<file path="src/rtl/snake_pkg.sv">
// Shared snake-game constants: grid defaults, coordinate widths,
// apple placer state encoding and playfield cell count.
package snake_pkg;

    localparam int X_W = 8;
    localparam int Y_W = 7;

    localparam int GRID_W_DEF = 40;
    localparam int GRID_H_DEF = 30;

    function automatic int cell_count(input int w, input int h);
        return w * h;
    endfunction

    localparam int CELLS_DEF = cell_count(GRID_W_DEF, GRID_H_DEF);

    localparam int ST_W = 4;

    localparam logic [ST_W-1:0] ST_IDLE   = 4'd0;
    localparam logic [ST_W-1:0] ST_TICK   = 4'd1;
    localparam logic [ST_W-1:0] ST_SAMPLE = 4'd2;
    localparam logic [ST_W-1:0] ST_REDUCE = 4'd3;
    localparam logic [ST_W-1:0] ST_QUERY  = 4'd4;
    localparam logic [ST_W-1:0] ST_CHECK  = 4'd5;
    localparam logic [ST_W-1:0] ST_SCAN_Q = 4'd6;
    localparam logic [ST_W-1:0] ST_SCAN_C = 4'd7;
    localparam logic [ST_W-1:0] ST_DONE   = 4'd8;
    localparam logic [ST_W-1:0] ST_FULL   = 4'd9;

endpackage

</file>
<file path="src/rtl/apple_coord_wrap.sv">
// Scan cursor step: next cell in raster order, wrapping x then y.
// Ports: x/y current cursor in, nx/ny next cursor out.
module apple_coord_wrap
    import snake_pkg::*;
#(
    parameter int GRID_W = GRID_W_DEF,
    parameter int GRID_H = GRID_H_DEF
) (
    input  logic [X_W-1:0] x,
    input  logic [Y_W-1:0] y,
    output logic [X_W-1:0] nx,
    output logic [Y_W-1:0] ny
);

    localparam logic [X_W-1:0] X_LAST = X_W'(GRID_W - 1);
    localparam logic [Y_W-1:0] Y_LAST = Y_W'(GRID_H - 1);

    always_comb begin
        nx = x + 1'b1;
        ny = y;
        if (x == X_LAST) begin
            nx = '0;
            ny = (y == Y_LAST) ? '0 : y + 1'b1;
        end
    end

endmodule

</file>
<file path="src/rtl/apple_placer.sv">
// Apple placer: pulls a random coordinate, folds it into the grid,
// retries on occupied cells, then falls back to a linear scan.
// Ports: clk/rst_n; req in, busy/done/full status out;
// apple_valid/apple_x/apple_y result; gen_tick/gen_ax/gen_ay generator;
// occ_rd_en/occ_x/occ_y/occ_hit occupancy RAM (1-cycle read).
module apple_placer
    import snake_pkg::*;
#(
    parameter int GRID_W    = GRID_W_DEF,
    parameter int GRID_H    = GRID_H_DEF,
    parameter int MAX_TRIES = 8
) (
    input  logic           clk,
    input  logic           rst_n,
    input  logic           req,
    output logic           busy,
    output logic           done,
    output logic           full,
    output logic           apple_valid,
    output logic [X_W-1:0] apple_x,
    output logic [Y_W-1:0] apple_y,
    output logic           gen_tick,
    input  logic [X_W-1:0] gen_ax,
    input  logic [Y_W-1:0] gen_ay,
    output logic           occ_rd_en,
    output logic [X_W-1:0] occ_x,
    output logic [Y_W-1:0] occ_y,
    input  logic           occ_hit
);

    localparam int CELLS = cell_count(GRID_W, GRID_H);
    localparam int SW    = $clog2(CELLS + 1);
    localparam int TW    = $clog2(MAX_TRIES + 1);

    localparam logic [X_W-1:0] GW = X_W'(GRID_W);
    localparam logic [Y_W-1:0] GH = Y_W'(GRID_H);

    logic [ST_W-1:0] state;
    logic [TW-1:0]   try_cnt;
    logic [SW-1:0]   scan_cnt;
    logic [X_W-1:0]  cx;
    logic [Y_W-1:0]  cy;
    logic [X_W-1:0]  ux;
    logic [Y_W-1:0]  uy;
    logic [X_W-1:0]  wx;
    logic [Y_W-1:0]  wy;
    logic            x_ok;
    logic            y_ok;

    apple_coord_wrap #(
        .GRID_W(GRID_W),
        .GRID_H(GRID_H)
    ) u_wrap (
        .x (ux),
        .y (uy),
        .nx(wx),
        .ny(wy)
    );

    assign x_ok = cx < GW;
    assign y_ok = cy < GH;

    assign busy      = state != ST_IDLE;
    assign done      = state == ST_DONE;
    assign full      = state == ST_FULL;
    assign gen_tick  = state == ST_TICK;
    assign occ_rd_en = (state == ST_QUERY) || (state == ST_SCAN_Q);
    assign occ_x     = (state == ST_SCAN_Q) ? ux : cx;
    assign occ_y     = (state == ST_SCAN_Q) ? uy : cy;

    always_ff @(posedge clk or negedge rst_n) begin
        if (!rst_n) begin
            state       <= ST_IDLE;
            try_cnt     <= '0;
            scan_cnt    <= '0;
            cx          <= '0;
            cy          <= '0;
            ux          <= '0;
            uy          <= '0;
            apple_x     <= '0;
            apple_y     <= '0;
            apple_valid <= 1'b0;
        end else begin
            unique case (state)
                ST_IDLE: begin
                    if (req) begin
                        apple_valid <= 1'b0;
                        try_cnt     <= '0;
                        state       <= ST_TICK;
                    end
                end
                ST_TICK: state <= ST_SAMPLE;
                ST_SAMPLE: begin
                    cx    <= gen_ax;
                    cy    <= gen_ay;
                    state <= ST_REDUCE;
                end
                // Repeated subtraction; both axes fold in parallel.
                ST_REDUCE: begin
                    if (x_ok && y_ok) begin
                        state <= ST_QUERY;
                    end else begin
                        if (!x_ok) cx <= cx - GW;
                        if (!y_ok) cy <= cy - GH;
                    end
                end
                ST_QUERY: state <= ST_CHECK;
                ST_CHECK: begin
                    if (!occ_hit) begin
                        apple_x     <= cx;
                        apple_y     <= cy;
                        apple_valid <= 1'b1;
                        state       <= ST_DONE;
                    end else if (try_cnt + 1'b1 < TW'(MAX_TRIES)) begin
                        try_cnt <= try_cnt + 1'b1;
                        state   <= ST_TICK;
                    end else begin
                        ux       <= cx;
                        uy       <= cy;
                        scan_cnt <= '0;
                        state    <= ST_SCAN_Q;
                    end
                end
                ST_SCAN_Q: state <= ST_SCAN_C;
                ST_SCAN_C: begin
                    if (!occ_hit) begin
                        apple_x     <= ux;
                        apple_y     <= uy;
                        apple_valid <= 1'b1;
                        state       <= ST_DONE;
                    end else if (scan_cnt == SW'(CELLS - 1)) begin
                        state <= ST_FULL;
                    end else begin
                        ux       <= wx;
                        uy       <= wy;
                        scan_cnt <= scan_cnt + 1'b1;
                        state    <= ST_SCAN_Q;
                    end
                end
                ST_DONE: state <= ST_IDLE;
                ST_FULL: state <= ST_IDLE;
                default: state <= ST_IDLE;
            endcase
        end
    end

endmodule

</file>
<file path="config.mk">
export PLATFORM = sky130hd
export DESIGN_NAME = apple_placer
export DESIGN_NICKNAME = d
export VERILOG_FILES = /design/src/rtl/snake_pkg.sv /design/src/rtl/apple_coord_wrap.sv /design/src/rtl/apple_placer.sv
export SDC_FILE = /design/constraint.sdc
export NUM_CORES = 1
export LEC_CHECK = 0
export CAP_MARGIN = 20
export CORE_ASPECT_RATIO = 0.6
export CORE_UTILIZATION = 49
export CTS_CLUSTER_SIZE = 40
export DETAILED_ROUTE_END_ITERATION = 7
export PLACE_DENSITY = 0.81
export SKIP_LAST_GASP = 1
export SLEW_MARGIN = 20
export SYNTH_ARGS = -nofsm -noshare
export SYNTH_HDL_FRONTEND = slang
export SYNTH_SLANG_ARGS = --single-unit
</file>
<file path="constraint.sdc">
create_clock -name clk -period 2.1 [get_ports clk]
set_clock_uncertainty 0.1 [all_clocks]
set_input_delay 0.315 -clock clk [delete_from_list [all_inputs] [get_ports clk]]
set_output_delay 0.315 -clock clk [all_outputs]
set_load 0.005 [all_outputs]
</file>
; Word-level counts from Yosys, hierarchy flattened
; Index checks and enable logic that the tools add are counted.
[word_totals]
mem_bits_ro = 0
elab_cells = 108
n_memories = 0
in_bits = 19
ff_bits = 65
latch_bits = 0
ram_bits = 0
[op_classes]
n_reduce_logical = 17
n_lt_le_gt_ge = 3
n_addsub = 6
muxes = 46
shift = 0
n_mul = 0
n_bitwise = 0
n_eq_ne = 26
div_mod_pow = 0
[op_table]
columns = operator, count
row1 = $mux W8, 10
row2 = $mux W7, 11
row3 = $pmux W8 S2, 3
row4 = $mux W11, 4
row5 = $pmux W7 S2, 3
row6 = $mux W4, 8
row7 = $pmux W4 S8, 1
row8 = $ne A2 B2 Y1 const B, 13
row9 = $pmux W11 S2, 1
row10 = $eq A4 B3 Y1 const B, 4
row11 = $reduce_and A3 Y1, 4
row12 = $add A11 B1 Y11 const B, 1
row13 = $eq A11 B11 Y1 const B, 1
row14 = $add A8 B1 Y8 const B, 1
row15 = $eq A4 B2 Y1 const B, 2
row16 = $eq A4 B4 Y1 const B, 2
row17 = $eq A8 B6 Y1 const B, 1
row18 = $lt A8 B6 Y1 const B, 1
row19 = $pmux W4 S2, 1
row20 = $reduce_bool A2 Y1, 4
row21 = $sub A8 B6 Y8 const B, 1
row22 = $add A7 B1 Y7 const B, 1
row23 = $eq A7 B5 Y1 const B, 1
row24 = $lt A7 B5 Y1 const B, 1
row25 = 17 further kinds, 18

; Logic depth before layout (Yosys ltp)
; Gate-level depths: netlist (run 1).
[depth]
depth_word = 6
depth_mapped = 8

; Modules after synthesis
; From an unflattened synthesis (run 1), not the netlist that was laid out.
[hier_totals]
hier_cells = 422
hier_area_um2 = 4086.4
[by_module_without_submodules]
columns = mod, cells_each, n_inst, area_each_um2
row1 = apple_placer, 372, 1, 3736.1
row2 = apple_coord_wrap, 50, 1, 350.3

; Worst setup path before layout (run 1)
; OpenSTA, ideal clock, no wires.
[synth_path]
path_kind = register to register
start = register scan_cnt[0]
end = register scan_cnt[3]
setup_slack_ps = -2
t_required_ps = 1931
arrival_time_ps = 1933
synth_period_minus_slack_ps = 2102
stages_incl_launch_ff = 8
path_cell_list = dfrtp_1 -> ha_1 -> and3_1 -> and4_4 -> a211o_1 -> buf_2 -> or4_1 -> nand3_1
[synth_via]
elab_chain_cells = 4
word_cells_on_any_way = 7
cone_classes = 1 x add/sub / 2 x eq/ne / 3 x mux / 1 x reduce/logical
[synth_rtl]
columns = element, line_no
row1 = from (decl), apple_placer.sv:40  ; logic [SW-1:0] scan_cnt;
row2 = from (signal assigned), apple_placer.sv:136  ; scan_cnt <= scan_cnt + 1'b1;
row3 = $add A11 B1 Y11, apple_placer.sv:136
row4 = $mux W11, apple_placer.sv:131  ; end else if (scan_cnt == SW'(CELLS - 1)) begin
row5 = $mux W11, apple_placer.sv:126  ; if (!occ_hit) begin
row6 = $pmux W11 S2, apple_placer.sv:84  ; unique case (state)
; Several ways; a longest one is shown, not always the timed one. The select of a mux whose other input is x is not followed.
; A chain may end at the register's enable or synchronous reset.

; Final worst setup path (run 1)
[layout_path]
start = register state[3]
end = output port occ_y[5]
[layout_via]
elab_chain_cells = 2
[layout_rtl]
columns = element, line_no
row1 = from (decl), apple_placer.sv:38  ; logic [ST_W-1:0] state;
row2 = from (signal assigned), apple_placer.sv:73  ; state <= ST_IDLE;
row3 = from (signal assigned), apple_placer.sv:89  ; state <= ST_TICK;
row4 = from (signal assigned), apple_placer.sv:92  ; ST_TICK: state <= ST_SAMPLE;
row5 = $eq A4 B3 Y1, apple_placer.sv:69  ; assign occ_y = (state == ST_SCAN_Q) ? uy : cy;
row6 = $mux W7, apple_placer.sv:69
row7 = to (decl), apple_placer.sv:27  ; output logic [Y_W-1:0] occ_y,
; Every way passes these cells.

==> metrics, run 1 <==
global routing met1 resource utilization=between 40% and 50%; vias in the first global route=a little over 4000; Avg Cell Area, Syn=between 8 and 9 sq um; Total GRT Usage=between 30% and 40%; WP data arrival=about 1.9 ns; TritonCTS Buffers=9; Worst IR Drop VDD=664 uV; FMAX=between 400 and 500 MHz; #FFs+latches synth=65; GRT overflow=0; RSZ-0062 raised after global routing=true; Critical Path Fanout Max=5; worst hold path class=input pin to asynchronous set/reset pin; most used flip-flop cell after synthesis=dfrtp_1; WL final=15100 microns; global-route met2 utilization=~52%; Fin. Hold Viols=0; Net Count, Synth=around 460; ANT cells=0; gr busiest metal=met2; share of layout cells above drive strength 1=between 30% and 40%; DRC viols=26; CTS Buffer Depth=2; via count=4416; Worst Setup End Kind=output port; Tot Pwr=approximately 9.0 mW; CTS root buffer=clkbuf_16; static leakage=2.50 nW; status=finished with violations; post-route setup slack=-0.199 ns; drt pass-1 iters=8; Slew @ Worst Pin=about 0.5 ns; EDFF count, synth=0; critical path required time=about 1.7 ns; PD cells=approximately 1600 nW/um^2; clock-pin transition on the worst setup and hold timing paths=0.06 ns; relative slew slack=66.4%; vias per cell=between 6 and 7; Initial DRC Count=approximately 720; global-route wire length before repair=21600 microns; Rows=24; Die Area=roughly 8000 sq um; detailed placer's ending HPWL=about 8100 microns; dpl cell area=4780 sq um; number of fill cells in the layout=between 400 and 500; cell area after layout=5660 sq um; mapped cell area=approximately 3800 sq um; I/O pin cnt=55; fin crit period=roughly 2.3 ns; violated checks=design-rule violations, negative setup slack; Slew Limit Fails=0; ys async rst share=100%; final setup vio count=36; Gate Count Post-Synth=431; clock net sink count=65; final hold slack=around 0.37 ns; nets@finish=around 580; port buffer count=54; synth warn=0; RePlAce Congestion=0.948; post-route clock period utilization=109%; die outline width=roughly 110 microns; Worst setup SP type=register; met3 GRT Util=13.8%; largest net degree at the start of global routing=46; sequential fraction of the synthesis area=43.3%; Initial Utilization=around half; initial antenna violation count=0; WL per Instance=roughly 23 microns; CTS tree=built; Post-DRT Antenna Nets=0; Die Y-Extent=approximately 70 microns; distinct cell type count after synthesis=between 50 and 60; MaxCap Viol Count=0; H-tree levels=3; Area growth syn-to-layout=50.9%; worst setup path category=register to output port; Placeable Area=7330 sq um; worst skew pair latency=approximately 0.35 ns
[worst max-delay path, cell delays in order, from the launching register on]
cell and delay (ns):
dfrtp_1 0.42, nor2b_4 0.16, and3_4 0.28, buf_12 0.15
buf_6 0.10, mux2_4 0.31, buf_6 0.12
[per-stage QoR]
step / instances / setup TNS [ns] / setup slack, ns / util [%]
6_report: 667 / -3.03 / -0.199 / 77.3
5_1_grt: 667 / -4.03 / -0.225 / 77.3
3_3_place_gp: 621 / -0.142 / -0.0555 / 65.2
4_1_cts: 666 / -2.10 / -0.201 / 74.5
3_5_place_dp: 621 / -1.30 / -0.121 / 65.2
2_1_floorplan: 431 / 0 / 0.0298 / -
[timing repair]
action	CTS	global route
gates resized for setup	98	68
pin swaps	9	11
endpoints found under the hold margin	20	0
setup buffers	24	3
gates cloned	4	0
hold buffers	1	0
endpoints found under the setup margin	28	45
[worst paths after layout]
check                                        start                      end  slack, ns  cells after the start
min                                          rst_n        ux[6]$_DFFE_PN0P_       0.37                      2
max                           state[3]$_DFFE_PN0P_                 occ_y[5]      -0.20                      6
max reg2reg                      ux[1]$_DFFE_PN0P_        uy[4]$_DFFE_PN0P_      -0.12                      8
max in group asynchronous                    rst_n  scan_cnt[0]$_DFFE_PN0P_       0.90                      3
min in group clk           apple_valid$_DFFE_PN0P_  apple_valid$_DFFE_PN0P_       0.41                      1
min reg2reg                apple_valid$_DFFE_PN0P_  apple_valid$_DFFE_PN0P_       0.41                      1
[per-layer routing]
layer  wire length (microns)  up-vias
met2                    6330      434
met4                    1040        0
met1                    5550     2021
li1                        -     1826
met5                       0        -
met3                    2200      135
[sequential cells by signal, indices dropped and copies added (netlist names)]
register	cells
state	4
apple_valid	1
apple_y	7
uy	7
apple_x	8
scan_cnt	11
cy	7
cx	8
ux	8
try_cnt	4
[Yosys cell counts, types with 3 or more instances]
| master | number | area, sq um |
|---|---|---|
| nand4b_1 | 3 | 26.3 |
| nor3_1 | 6 | 30.0 |
| inv_1 | 13 | 48.8 |
| o21ai_0 | 39 | 195 |
| buf_2 | 7 | 35.0 |
| or4_1 | 4 | 30.0 |
| a22o_1 | 3 | 26.3 |
| o22ai_1 | 3 | 18.8 |
| mux2_2 | 17 | 191 |
| o221ai_1 | 4 | 35.0 |
| a21oi_1 | 23 | 115 |
| nor2b_1 | 4 | 25.0 |
| and3_1 | 8 | 50.1 |
| nand2b_1 | 3 | 18.8 |
| o41ai_1 | 3 | 26.3 |
| o211ai_1 | 4 | 30.0 |
| clkbuf_1 | 13 | 48.8 |
| nand2_1 | 71 | 267 |
| nor2_1 | 34 | 128 |
| a31oi_1 | 19 | 119 |
| dfrtp_1 | 65 | 1630 |
| or2_2 | 3 | 18.8 |
| o21a_1 | 4 | 30.0 |
| nand3_1 | 22 | 110 |
| nand3b_1 | 5 | 37.5 |
| ha_1 | 7 | 87.6 |
[placed cells by master (no fill, tap or decap), types with 13 or more instances in the layout]
cell type,count
nand2_1,66
buf_4,65
dfrtp_1,64
clkdlybuf4s50_1,33
nor2_1,31
o21ai_0,22
nand3_1,22
buf_6,21
a31oi_1,19
a21oi_1,17
inv_1,13
[report_power, final]
part           internal, mW  switching [mW]  total [mW]
Sequential             1.82           0.699        2.52
Combinational          2.43            2.62        5.06
Clock                 0.855           0.571        1.43
[kinds of logic after synthesis]
kind of cell,Yosys count,share of synthesized area [%]
and+or+nand+nor,179,23.2
AOI/OAI and AO/OA,122,20.8
DFF,65,43.3
buffers and inverters,37,4.17
muxes,19,5.63
adders and majority gates,7,2.33
xor gates and xnor gates,2,0.467
[final cells by class]
type / count / area, sq um / share of cell area, %
multi-input cells: 329 / 2240 / 39.5
repair buffers: 140 / 1340 / 23.6
flip-flops and latches: 65 / 1630 / 28.7
well taps: 104 / 130 / 2.30
inverters: 13 / 48.8 / 0.861
clock inverters: 5 / 30.0 / 0.530
clock buffers: 11 / 253 / 4.46
No activity file was read; power rests on OpenSTA's default activity.
==> run 2, diff against run 1 <==
- CORE_ASPECT_RATIO: 0.6 -> 0.5
==> run 2 against run 1 <==
The run ends with negative setup slack left. Core utilization shrank 2.2 points. Design area shrank 2.1%. Fmax grew 2.3%. Global-route usage shrank 7.7 points. Cell count shrank 1.6%.
==> metrics, run 2 (synthesis results as in run 1) <==
worst skew pair latency=0.34 ns (was 0.35 ns); CTS tree=built (unchanged); PD cells=1520 nW/um^2 (was 1590 nW/um^2); ANT cells=0 (unchanged); Area growth syn-to-layout=47.7% (was 50.9%); WHS Endpoint=apple_valid$_DFFE_PN0P_; I/O pin cnt=55 (unchanged); global-route wire length before repair=17600 microns (was 21600 microns); reg2reg start=state[3]$_DFFE_PN0P_ (was ux[1]$_DFFE_PN0P_); Largest register FFs=11 (unchanged); CTS Buffer Depth=2 (unchanged); Rows=22 (was 24); Tot Pwr=8.41 mW (was 9.00 mW); clock net sink count=65 (unchanged); static leakage=2.45 nW (was 2.50 nW); H-tree levels=3 (unchanged); violated checks=negative setup slack (was design-rule violations, negative setup slack); Multi-input gate area=2190 sq um (was 2240 sq um); DRC viols=0 (was 26); Worst IR Drop VDD=906 uV (was 664 uV); Placeable Area=7380 sq um (was 7330 sq um); Die Area=8040 sq um (was 8030 sq um); worst setup path category=register to output port (unchanged); initial antenna violation count=0 (unchanged); Critical Path Fanout Max=4 (was 5); FMAX=445 MHz (was 435 MHz); RePlAce Congestion=0.866 (was 0.948); CTS root buffer=clkbuf_16 (unchanged); port buffer count=54 (unchanged); clock-pin transition on the worst setup and hold timing paths=0.05 ns (was 0.06 ns); final setup vio count=33 (was 36); fin crit period=2.25 ns (was 2.30 ns); number of fill cells in the layout=466 (was 460); vias per cell=6.16 (was 6.62); final hold slack=0.394 ns (was 0.369 ns); placed cell count=617 (was 621); share of layout cells above drive strength 1=30.4% (was 33.2%); Initial DRC Count=422 (was 722); Crit. Startpoint=state[3]$_DFFE_PN0P_ (unchanged); Post-DRT Antenna Nets=0 (unchanged); post-route setup slack=-0.147 ns (was -0.199 ns); Worst setup SP type=register (unchanged); nets@finish=582 (was 584); Sequential cell area=1630 sq um (about the same); reg-to-reg endpoint=scan_cnt[10]$_DFFE_PN0P_ (was uy[4]$_DFFE_PN0P_); critical-path cell list=nor2b_4, and3_4, buf_16, buf_12, mux2_4, buf_6 (was nor2b_4, and3_4, buf_12, buf_6, mux2_4, buf_6); TritonCTS Buffers=9 (unchanged); WL per Instance=18.7 microns (was 22.7 microns); worst hold path class=register to register (was input pin to asynchronous set/reset pin); largest net degree at the start of global routing=66 (was 46); Die Y-Extent=63.9 microns (was 69.8 microns); GRT overflow=0 (unchanged); Top reg by flops=scan_cnt (unchanged); fin util=75.1% (was 77.3%); drt pass-1 iters=5 (was 8); Fin. Hold Viols=0 (unchanged); CP max stage delay=0.42 ns (about the same); most frequent cells in the layout=nand2_1, dfrtp_1, buf_4, nor2_1, clkdlybuf4s50_1 (was nand2_1, buf_4, dfrtp_1, clkdlybuf4s50_1, nor2_1); via count=4041 (was 4416); WP data arrival=1.83 ns (was 1.88 ns); Worst Setup End Kind=output port (unchanged); Worst Hold Depth=1; die outline width=126 microns (was 115 microns); post-route clock period utilization=107% (was 109%); critical path required time=1.68 ns (about the same); WL final=12300 microns (was 15100 microns); MaxCap Viol Count=0 (unchanged); vias in the first global route=3723 (was 4101); R2R Setup Slk=-0.14 ns (was -0.12 ns); Slew Limit Fails=0 (unchanged); Total GRT Usage=28.4% (was 36.0%); Cell Count, Final, Fillers Out=656 (was 667); status=finished with violations (unchanged); R2R depth=8 (unchanged); relative slew slack=64.1% (was 66.4%); slowest CP cell=dfrtp_1 (unchanged); detailed placer's ending HPWL=6870 microns (was 8090 microns); Slew @ Worst Pin=0.537 ns (was 0.503 ns); Initial Utilization=50.9% (was 51.2%); RSZ-0062 raised after global routing=true (unchanged); worst hold start=apple_valid$_DFFE_PN0P_
## run 2: critical path: cells and delay by family (launching register included)
kind | cells | cell delay [ns]
flip-flops | 1 | 0.42
AND/OR/NAND/NOR | 2 | 0.43
multiplexers | 1 | 0.29
buffers and inverters | 3 | 0.35
## run 2: stage by stage
step | instance area, sq um | setup slack (ns) | setup TNS [ns]
floorplan | 3760 | 0.0298 | 0
global placement | 4800 | -0.00767 | -0.0147
detailed placement | 4800 | -0.124 | -0.418
CTS | 5250 | -0.123 | -0.747
global route | 5540 | -0.182 | -3.74
finish | 5540 | -0.147 | -2.09
## run 2: repair_timing
item / CTS / global route
gates cloned: 2 / 3
pin swaps: 3 / 14
gates resized for setup: 90 / 58
hold buffers: 1 / 0
endpoints found under the hold margin: 65 / 0
setup buffers: 7 / 13
endpoints found under the setup margin: 28 / 37
## run 2: power breakdown
part | total [mW] | leakage (nW) | switching (mW) | internal, mW
Sequential | 2.40 | 0.764 | 0.580 | 1.82
Combinational | 4.65 | 1.56 | 2.27 | 2.38
Clock | 1.36 | 0.128 | 0.541 | 0.820
## run 2: cell type report
cell class / count / area share [%]
Sequential cell: 65 / 29.3
Clock inverter: 3 / 0.316
Multi-Input combinational cell: 330 / 39.5
Clock buffer: 12 / 4.45
Tap cell: 96 / 2.17
Timing Repair Buffer: 137 / 23.3
Inverter: 13 / 0.880
## run 2: worst max-delay path by stage
stage	to	slack, ns	cells after the start
floorplan	scan_cnt[3]$_DFFE_PN0P_	0.03	7
global placement	occ_y[6]	-0.008	5
detailed placement	ux[0]$_DFFE_PN0P_	-0.12	5
CTS	occ_y[5]	-0.12	5
global route	occ_y[3]	-0.18	6
finish	occ_y[2]	-0.15	6
## run 2: layer usage
layer  vias to the layer above  wire length (microns)  GRT usage (%)
li1                       1824                      -              -
met1                      1988                   5110           35.7
met2                       186                   5950           47.6
met3                        43                    884           6.78
met4                         0                    316           11.6
met5                         -                      0              0
